$ cat src/rtl/ps2_line_buffer_if.sv
//------------------------------------------------------------------------------
// ps2_line_buffer_if : keystroke input / line and message output bundle
// Rev 1.0
//------------------------------------------------------------------------------
`default_nettype none

interface ps2_line_buffer_if #(
    parameter int DEPTH = 16,
    parameter int CNT_W = 7
);
    logic                 key_valid;
    logic [7:0]           scancode;
    logic                 msg_ack;
    logic [8*DEPTH-1:0]   line_out;
    logic [CNT_W-1:0]     line_len;
    logic [8*DEPTH-1:0]   msg_out;
    logic [CNT_W-1:0]     msg_len;
    logic                 msg_valid;
    logic                 full;
    logic                 overflow;
    logic [7:0]           last_ascii;

    modport slave (
        input  key_valid, scancode, msg_ack,
        output line_out, line_len, msg_out, msg_len, msg_valid,
               full, overflow, last_ascii
    );

    modport master (
        output key_valid, scancode, msg_ack,
        input  line_out, line_len, msg_out, msg_len, msg_valid,
               full, overflow, last_ascii
    );
endinterface

`default_nettype wire

$ cat src/rtl/ps2_line_buffer.sv
//------------------------------------------------------------------------------
// ps2_line_buffer : Set-2 scancode line editor with committed message hold.
// Optional macro PS2_LINEBUF_SHIFT_EN enables left/right shift for capitals.
// Rev 1.0
//------------------------------------------------------------------------------
`default_nettype none

module ps2_line_buffer #(
    parameter int DEPTH = 16,
    parameter int CNT_W = 7
) (
    input  logic               clock,
    input  logic               RESETN,
    ps2_line_buffer_if.slave   bus
);

    typedef enum logic [1:0] {
        S_IDLE   = 2'd0,
        S_BRK    = 2'd1,
        S_EXT    = 2'd2,
        S_EXTBRK = 2'd3
    } state_t;

    state_t               state_q, state_d;
    logic [8*DEPTH-1:0]   line_q, line_d;
    logic [CNT_W-1:0]     len_q, len_d;
    logic [8*DEPTH-1:0]   msg_q, msg_d;
    logic [CNT_W-1:0]     mlen_q, mlen_d;
    logic                 mvalid_q, mvalid_d;
    logic                 ovf_q, ovf_d;
    logic [7:0]           last_q, last_d;
    logic [7:0]           ascii;
    logic                 is_letter;
`ifdef PS2_LINEBUF_SHIFT_EN
    logic                 shift_q, shift_d;
`endif

    // Set-2 make code to lowercase ASCII; 0 means unmapped
    always_comb begin
        ascii = 8'h00;
        case (bus.scancode)
            8'h1C: ascii = 8'h61;  8'h32: ascii = 8'h62;  8'h21: ascii = 8'h63;
            8'h23: ascii = 8'h64;  8'h24: ascii = 8'h65;  8'h2B: ascii = 8'h66;
            8'h34: ascii = 8'h67;  8'h33: ascii = 8'h68;  8'h43: ascii = 8'h69;
            8'h3B: ascii = 8'h6A;  8'h42: ascii = 8'h6B;  8'h4B: ascii = 8'h6C;
            8'h3A: ascii = 8'h6D;  8'h31: ascii = 8'h6E;  8'h44: ascii = 8'h6F;
            8'h4D: ascii = 8'h70;  8'h15: ascii = 8'h71;  8'h2D: ascii = 8'h72;
            8'h1B: ascii = 8'h73;  8'h2C: ascii = 8'h74;  8'h3C: ascii = 8'h75;
            8'h2A: ascii = 8'h76;  8'h1D: ascii = 8'h77;  8'h22: ascii = 8'h78;
            8'h35: ascii = 8'h79;  8'h1A: ascii = 8'h7A;
            8'h45: ascii = 8'h30;  8'h16: ascii = 8'h31;  8'h1E: ascii = 8'h32;
            8'h26: ascii = 8'h33;  8'h25: ascii = 8'h34;  8'h2E: ascii = 8'h35;
            8'h36: ascii = 8'h36;  8'h3D: ascii = 8'h37;  8'h3E: ascii = 8'h38;
            8'h46: ascii = 8'h39;  8'h29: ascii = 8'h20;
            default: ascii = 8'h00;
        endcase
        is_letter = (ascii >= 8'h61) && (ascii <= 8'h7A);
`ifdef PS2_LINEBUF_SHIFT_EN
        if (shift_q && is_letter) ascii = ascii - 8'd32;
`endif
    end

    always_comb begin
        state_d  = state_q;
        line_d   = line_q;
        len_d    = len_q;
        msg_d    = msg_q;
        mlen_d   = mlen_q;
        mvalid_d = mvalid_q;
        ovf_d    = ovf_q;
        last_d   = last_q;
`ifdef PS2_LINEBUF_SHIFT_EN
        shift_d  = shift_q;
`endif
        if (bus.msg_ack) mvalid_d = 1'b0;

        if (bus.key_valid) begin
            case (state_q)
                S_IDLE: begin
                    if (bus.scancode == 8'hF0) begin
                        state_d = S_BRK;
                    end else if (bus.scancode == 8'hE0) begin
                        state_d = S_EXT;
                    end else if (ascii != 8'h00) begin
                        if (len_q == CNT_W'(DEPTH)) begin
                            ovf_d = 1'b1;
                        end else begin
                            for (int i = 0; i < DEPTH; i++)
                                if (CNT_W'(i) == len_q) line_d[8*DEPTH-1-8*i -: 8] = ascii;
                            len_d  = len_q + CNT_W'(1);
                            last_d = ascii;
                        end
                    end else if (bus.scancode == 8'h66) begin
                        if (len_q != '0) begin
                            for (int i = 0; i < DEPTH; i++)
                                if (CNT_W'(i + 1) == len_q) line_d[8*DEPTH-1-8*i -: 8] = 8'h00;
                            len_d = len_q - CNT_W'(1);
                        end
                    end else if (bus.scancode == 8'h5A) begin
                        // An ack in the same cycle frees the holding slot for this commit
                        if (!mvalid_q || bus.msg_ack) begin
                            msg_d    = line_q;
                            mlen_d   = len_q;
                            mvalid_d = 1'b1;
                            line_d   = '0;
                            len_d    = '0;
                        end else begin
                            ovf_d = 1'b1;
                        end
                    end else if (bus.scancode == 8'h76) begin
                        line_d = '0;
                        len_d  = '0;
                    end
`ifdef PS2_LINEBUF_SHIFT_EN
                    else if (bus.scancode == 8'h12 || bus.scancode == 8'h59) begin
                        shift_d = 1'b1;
                    end
`endif
                end
                S_BRK: begin
                    state_d = S_IDLE;
`ifdef PS2_LINEBUF_SHIFT_EN
                    if (bus.scancode == 8'h12 || bus.scancode == 8'h59) shift_d = 1'b0;
`endif
                end
                S_EXT:    state_d = (bus.scancode == 8'hF0) ? S_EXTBRK : S_IDLE;
                default:  state_d = S_IDLE;
            endcase
        end
    end

    always_ff @(posedge clock or posedge RESETN) begin
        if (RESETN) begin
            state_q  <= S_IDLE;
            line_q   <= '0;
            len_q    <= '0;
            msg_q    <= '0;
            mlen_q   <= '0;
            mvalid_q <= 1'b0;
            ovf_q    <= 1'b0;
            last_q   <= 8'h00;
`ifdef PS2_LINEBUF_SHIFT_EN
            shift_q  <= 1'b0;
`endif
        end else begin
            state_q  <= state_d;
            line_q   <= line_d;
            len_q    <= len_d;
            msg_q    <= msg_d;
            mlen_q   <= mlen_d;
            mvalid_q <= mvalid_d;
            ovf_q    <= ovf_d;
            last_q   <= last_d;
`ifdef PS2_LINEBUF_SHIFT_EN
            shift_q  <= shift_d;
`endif
        end
    end

    assign bus.line_out   = line_q;
    assign bus.line_len   = len_q;
    assign bus.msg_out    = msg_q;
    assign bus.msg_len    = mlen_q;
    assign bus.msg_valid  = mvalid_q;
    assign bus.full       = (len_q == CNT_W'(DEPTH));
    assign bus.overflow   = ovf_q;
    assign bus.last_ascii = last_q;

endmodule

`default_nettype wire

$ cat src/flat_wrapper.sv
// flat-port wrapper written by rule: the top's interface ports become plain ports
module ps2_line_buffer_flat 
#(
    parameter int DEPTH = 16,
    parameter int CNT_W = 7
)
  (clock, RESETN, bus_key_valid, bus_scancode, bus_msg_ack, bus_line_out, bus_line_len, bus_msg_out, bus_msg_len, bus_msg_valid, bus_full, bus_overflow, bus_last_ascii);
  ps2_line_buffer_if #(.DEPTH(DEPTH), .CNT_W(CNT_W)) bus_i ();
  input  logic clock;
  input  logic RESETN;
  input wire logic [$bits(bus_i.key_valid)-1:0] bus_key_valid;
  input wire logic [$bits(bus_i.scancode)-1:0] bus_scancode;
  input wire logic [$bits(bus_i.msg_ack)-1:0] bus_msg_ack;
  output wire logic [$bits(bus_i.line_out)-1:0] bus_line_out;
  output wire logic [$bits(bus_i.line_len)-1:0] bus_line_len;
  output wire logic [$bits(bus_i.msg_out)-1:0] bus_msg_out;
  output wire logic [$bits(bus_i.msg_len)-1:0] bus_msg_len;
  output wire logic [$bits(bus_i.msg_valid)-1:0] bus_msg_valid;
  output wire logic [$bits(bus_i.full)-1:0] bus_full;
  output wire logic [$bits(bus_i.overflow)-1:0] bus_overflow;
  output wire logic [$bits(bus_i.last_ascii)-1:0] bus_last_ascii;
  assign bus_i.key_valid = bus_key_valid;
  assign bus_i.scancode = bus_scancode;
  assign bus_i.msg_ack = bus_msg_ack;
  assign bus_line_out = bus_i.line_out;
  assign bus_line_len = bus_i.line_len;
  assign bus_msg_out = bus_i.msg_out;
  assign bus_msg_len = bus_i.msg_len;
  assign bus_msg_valid = bus_i.msg_valid;
  assign bus_full = bus_i.full;
  assign bus_overflow = bus_i.overflow;
  assign bus_last_ascii = bus_i.last_ascii;
  ps2_line_buffer #(.DEPTH(DEPTH), .CNT_W(CNT_W)) u_core (.clock(clock), .RESETN(RESETN), .bus(bus_i));
endmodule
$ cat config.mk
export PLATFORM = sky130hd
export DESIGN_NAME = ps2_line_buffer_flat
export DESIGN_NICKNAME = d
export VERILOG_FILES = /design/src/rtl/ps2_line_buffer_if.sv /design/src/rtl/ps2_line_buffer.sv /design/src/flat_wrapper.sv
export SDC_FILE = /design/constraint.sdc
export NUM_CORES = 1
export LEC_CHECK = 0
export ABC_AREA = 1
export CORE_MARGIN = 4
export CORE_UTILIZATION = 49
export CTS_CLUSTER_DIAMETER = 50
export DETAILED_ROUTE_END_ITERATION = 16
export GPL_TIMING_DRIVEN = 1
export PLACE_DENSITY_LB_ADDON = 0.15
export SLEW_MARGIN = 20
export SYNTH_ARGS = -nofsm -noshare
export SYNTH_HDL_FRONTEND = slang
export SYNTH_SLANG_ARGS = --single-unit
$ cat constraint.sdc
create_clock -name clock -period 10.06 [get_ports clock]
set_input_delay 2.012 -clock clock [delete_from_list [all_inputs] [get_ports clock]]
set_output_delay 2.012 -clock clock [all_outputs]
set_load 0.01 [all_outputs]
Word-level counts from Yosys, hierarchy flattened
Memories as Yosys holds them, arrays and structs flattened.
Index checks and enable logic that the tools add are counted.
- logic and storage cells: 187
- memories kept: 1
- register bits after elaboration: 282
- bits in read-only memories: 896
- input bits: 12
- output and inout bits: 281
- muxes and demuxes: 65
- reduce and logical (&&, ||, !) cells: 29
- equal/unequal tests: 62
- bitwise logic cells: 5
- add/sub/neg operators: 2
- memory list (memory ; words ; bits a word ; read ports ; clocked after Yosys merged registers in ; wr ports ; line ; RTL):
    (no name shown) ; 128 ; 7 ; 1 ; 0 ; 0 ; ps2_line_buffer.sv:41 ; case (bus.scancode)
- operators by type and width (cell ; number):
    two-way mux 128 bit ; 7
    two-way mux 8 bit ; 33
    AND reduction 10 bit ; 16
    equality test 4 x 7 -> 1 bit (first input constant) ; 8
    two-way mux 7 bit ; 7
    inequality test 3 x 1 -> 1 bit (second input constant) ; 16
    inequality test 2 bit (second input constant) ; 18
    equality test 3 x 7 -> 1 bit (first input constant) ; 4
    equality test 8 x 7 -> 1 bit (second input constant) ; 3
    AND reduction 8 bit ; 3
    equality test 8 bit (second input constant) ; 2
    equality test 2 x 7 -> 1 bit (first input constant) ; 2
    two-way mux 1 bit ; 14
    nonzero test 8 bit ; 1
    adder 7 x 1 -> 7 bit (second input constant) ; 1
    equality test 1 x 7 -> 1 bit (first input constant) ; 1
    equality test 5 x 7 -> 1 bit (first input constant) ; 1
    equality test 7 x 5 -> 1 bit (second input constant) ; 1
    logical NOT 7 bit ; 1
    nonzero test 7 bit ; 1
    subtractor 7 x 1 -> 7 bit (second input constant) ; 1
    two-way mux 2 bit ; 3
    inequality test 3 x 2 -> 1 bit (second input constant) ; 2
    AND reduction 6 bit ; 1
    other kinds (11) ; 16

Depth between registers and ports, before layout
- word-level depth: 10
- gate-level depth with buffers: 21

Least setup slack after synthesis
Ideal clock, no wire load.
- path type: input-to-reg
- from: input bus_scancode[1]
- to: register u_core.line_q[44], in the netlist u_core.bus.line_out[44]
- required time: 9.934 ns
- cell stages on the path: 17
- data arrival time: 3.977 ns
- setup slack: 5.957 ns
- path through: inv_1 > ha_1 > nand2_1 > a21oi_1 > nand2_1 > nand2_1 > nand2_1 > nor2_1 > nor2_1 > nand2_1 > nor2_1 > nand2_2 > nand2_4 > nand3_4 > nor2_4 > buf_4 > o21ai_0
- cells in the longest elaborated chain, start to end: 5
- elaborated cells on any way between the ends: 22
- RTL lines (item ; line ; RTL):
    from (decl) ; flat_wrapper.sv:12 ; input wire logic [$bits(bus_i.scancode)-1:0] bus_scancode;
    memory (128 x 7 bit) ; -- ;
    two-way mux 8 bit ; ps2_line_buffer.sv:41 ;
    nonzero test 8 bit or two-way mux 8 bit (tied branches) ; ps2_line_buffer.sv:84, ps2_line_buffer.sv:89 ;
    inequality test 4 x 2 -> 1 bit (no source line) (tied with other cells) ; -- ;
    AND reduction 10 bit (no source line) or two-way mux 128 bit (tied branches) ; -- ;
    to (signal assigned) ; ps2_line_buffer.sv:147 ; line_q <= line_d;
    to (decl) ; ps2_line_buffer.sv:25 ; logic [8*DEPTH-1:0] line_q, line_d;
Parallel ways exist; a longest one is shown, timed or not. The select of a mux whose other input is x is not followed.
A chain may end at the register's enable or synchronous reset.

Final worst setup path
- from: input bus_scancode[1]
- to: register u_core.msg_q[122], in the netlist u_core.bus.msg_out[122]
- cells in the longest elaborated chain, start to end: 5
- elaborated cells on any way between the ends: 12
- RTL lines (item ; line ; RTL):
    memory (128 x 7 bit) ; -- ;
    two-way mux 8 bit ; ps2_line_buffer.sv:41 ;
    nonzero test 8 bit ; ps2_line_buffer.sv:84 ; end else if (ascii != 8'h00) begin
    inverter 1 bit (no source line) ; -- ;
    AND reduction 8 bit (no source line) * ; -- ;
    to (signal assigned) ; ps2_line_buffer.sv:149 ; msg_q <= msg_d;
    to (decl) ; ps2_line_buffer.sv:27 ; logic [8*DEPTH-1:0] msg_q, msg_d;
Every way passes the cells marked *; elsewhere a longest branch is shown, timed or not.

==> results.ini <==
[sta]
worstMarginPinSlew_ns = 1.03
final.min_clock_period_ns = 5.59
setup_viol = 0
tns_ns = 0
clock_skew_ns = 0.00656
drv_slew = 0
hold_viol = 0
period_share = 0.556
fmax_ghz = 0.179
rsz0062_at_grt = no
relSlewSlack = 0.316

[clock_tree]
clk_latency_ns = 0.54
root_buffer = clkbuf_16
cts_buffers = 31
clk_pin_slew_worst_paths_ns = 0.06
postCtsHoldBufs = 0
cts_post_setup_buffers_inserted = 0
cts_tree = done
cts.sinks = 249
clockBufferDepth = 3
cts-htree-levels = 1
ctsResizeCount = 0

[global_route]
grt_max_degree = 113
antenna_found_initial = 0
overflow = 0
grt_pass1_vias = 9090
grt_use_total = 0.247
grt_pass1_wl_um = 51200

[setup_path]
slowest_stage = nand3_4
crit_required_ns = 10.48
r2r_slack_ns = 6.67
r2r_cells = 8
path_cells = clkdlybuf4s50_1, inv_1, ha_1, nand2_1, nor2_1, nand3_1, inv_1, a31oi_1, nand2_1, inv_1, nand3_4, buf_4, mux2_2
cp_max_fo = 112
cpPeakStageDelay_ns = 0.81
crit_top_cell = inv_1
reg2reg_to = u_core.bus.msg_out[122]$_DFFE_PP0P_
crit_type = input pin to flip-flop
cp-start-kind = input pin
regToRegStartpoint = u_core.state_q[0]$_DFFE_PP0P_
worst-path-buf-inv = 5
crit_arrival_ns = 6.01
cp_top_family = buffers and inverters
end_kind = flip-flop

[synthesis]
syn_avg_cell_area_um2 = 8.83
synth_ff_type = dfrtp_1
yosys_warnings = 0
synth.most_common_cell = nand2_1
ys_types = 33
synth_top_area_frac = 0.557
synth_top_cell_by_area = dfrtp_1
yosysSeqAreaShare = 0.557
synthArstFlopShare = 1.00
ys_top_cells_by_area = dfrtp_1 56%, nand2_1 13%, o21ai_0 7.0%, mux2_2 4.2%, inv_1 4.0%
synth-edff-count = 0
synthCells = 1267
synth.top_cells.by_count = 401 x nand2_1, 249 x dfrtp_1, 157 x o21ai_0
ys_ff_latch = 249
synth_area_um2 = 11200

[power_and_ir_drop]
power_density_nw_per_um2 = 251
p_leak_nw = 7.01
ir_drop_v = 0.000147

[floorplan]
die_y_um = 159
core_um2 = 22600
fp-row-count = 55
initial_core_util = 0.496
die_w_um = 159
dieArea_um2 = 25300
ios = 293

[layout]
nets = 1535
antenna_cells = 0
nFillCells = 1912
final_cells = 1817
drive_gt1_frac = 0.0868
final_util = 0.659
area_delta_synth_final_pct = 32.9

[placement]
io_buffers = 259
dp_hpwl_um = 22100
gp_congestion = 0.855
dp_cells = 1762

[worst_hold_path]
worstHoldEndpoint = u_core.bus.msg_out[9]$_DFFE_PP0P_
hold_path_class = flip-flop to flip-flop
hold_start = u_core.bus.msg_out[9]$_DFFE_PP0P_
worstHoldPathCells = 2

[run_status]
run_status = finished clean

[drt]
first_pass_iters = 5
drc = 0
routed_wl_um = 31800
routedWlPerCell_um = 17.5
viasPerCell = 5.11
postRouteAntennaNets = 0
drt_iter0_markers = 670
vias = 9280

[run]
max_cap_viol_count = 0

## flip-flops by register name, summed over array words and instances, names as in the netlist
name	count
u_core.bus.line_out	112
u_core.state_q	2
u_core.bus.msg_len	7
u_core.bus.msg_valid	1
u_core.bus.overflow	1
u_core.bus.last_ascii	7
u_core.bus.line_len	7
u_core.bus.msg_out	112
## cell families (layout without fill, tap and decap cells)
kind of cell / Yosys count / after routing / synth area share
xor+xnor: 4 / 4 / 0.00313
buf+inv: 211 / 444 / 0.0873
flops: 249 / 249 / 0.557
simple gates: 551 / 551 / 0.207
mux: 42 / 42 / 0.0423
fa+ha+maj: 12 / 12 / 0.0134
other cells: 1 / 33 / 0.000335
compound gates: 197 / 197 / 0.0897
## power breakdown
group | switching, mW | total, mW | internal [mW]
Sequential | 0.193 | 1.44 | 1.24
Clock | 0.434 | 1.10 | 0.669
Combinational | 0.632 | 1.20 | 0.566
## through the flow
step,total power [mW],hold WS (ns),area (um2),worst slack (ns)
6_report,3.74,0.483,14900,4.47
5_1_grt,3.95,0.508,14900,4.09
4_1_cts,3.77,0.486,14900,4.44
3_5_place_dp,2.65,0.472,13800,3.89
3_3_place_gp,2.63,0.464,13800,3.93
2_1_floorplan,1.97,0.500,11300,1.20
## layout by cell type (no fill, tap or decap), types with 2 or more instances in the layout
master,count
clkbuf_1,4
mux2_2,42
nand3_1,75
nor2_4,10
clkinvlp_4,5
nand2_2,8
a21oi_1,12
dfrtp_1,249
o21ai_1,21
bufinv_16,3
nand3_4,2
clkbuf_16,31
inv_1,119
nor3_1,6
nor2_2,7
inv_6,2
clkinv_1,2
nor2_1,36
inv_8,3
clkdlybuf4s50_1,259
ha_1,12
clkinv_4,3
nand2_1,401
buf_4,5
clkbuf_8,3
o21ai_0,157
nand4_1,3
xor2_1,4
conb_1,33
inv_2,2
## worst register-to-register path: stages, from the launching register on
cell	delay (ns)
dfrtp_1	0.37
nor2_1	0.14
nand2_1	0.09
clkinv_1	0.18
nand2_1	0.10
inv_1	0.34
nand3_4	0.81
buf_4	0.74
mux2_2	0.50
## cell type report
class | instances | area (um2) | share of cell area
clock buffer | 38 | 832 | 0.0559
clock inverter | 16 | 199 | 0.0134
inverter | 124 | 473 | 0.0318
multi-input combinational | 839 | 4130 | 0.277
sequential | 249 | 6230 | 0.419
tap | 285 | 357 | 0.0240
timing repair buffer | 266 | 2660 | 0.179
## how the worst max path moves through the flow
| stage | from | end | cells after the start |
|---|---|---|---|
| 6_report | bus_scancode[1] | u_core.bus.msg_out[122]$_DFFE_PP0P_ | 13 |
| 5_1_grt | bus_scancode[0] | u_core.bus.msg_out[122]$_DFFE_PP0P_ | 13 |
| 4_1_cts | bus_scancode[1] | u_core.bus.msg_out[122]$_DFFE_PP0P_ | 13 |
| 3_5_place_dp | bus_scancode[1] | u_core.bus.msg_out[122]$_DFFE_PP0P_ | 13 |
| 3_3_place_gp | bus_scancode[3] | u_core.bus.msg_out[122]$_DFFE_PP0P_ | 10 |
| 2_1_floorplan | RESETN | u_core.bus.last_ascii[0]$_DFFE_PP0P_ | 1 |
## layer usage
layer  up-vias  global-route usage  wire (um)
met5         -                   0          0
met4         0              0.0690        824
met3        50              0.0344       1590
met2       296               0.424      15600
met1      4476               0.333      13700
li1       4458                   -          -
Power figures use the tool's default switching activity.
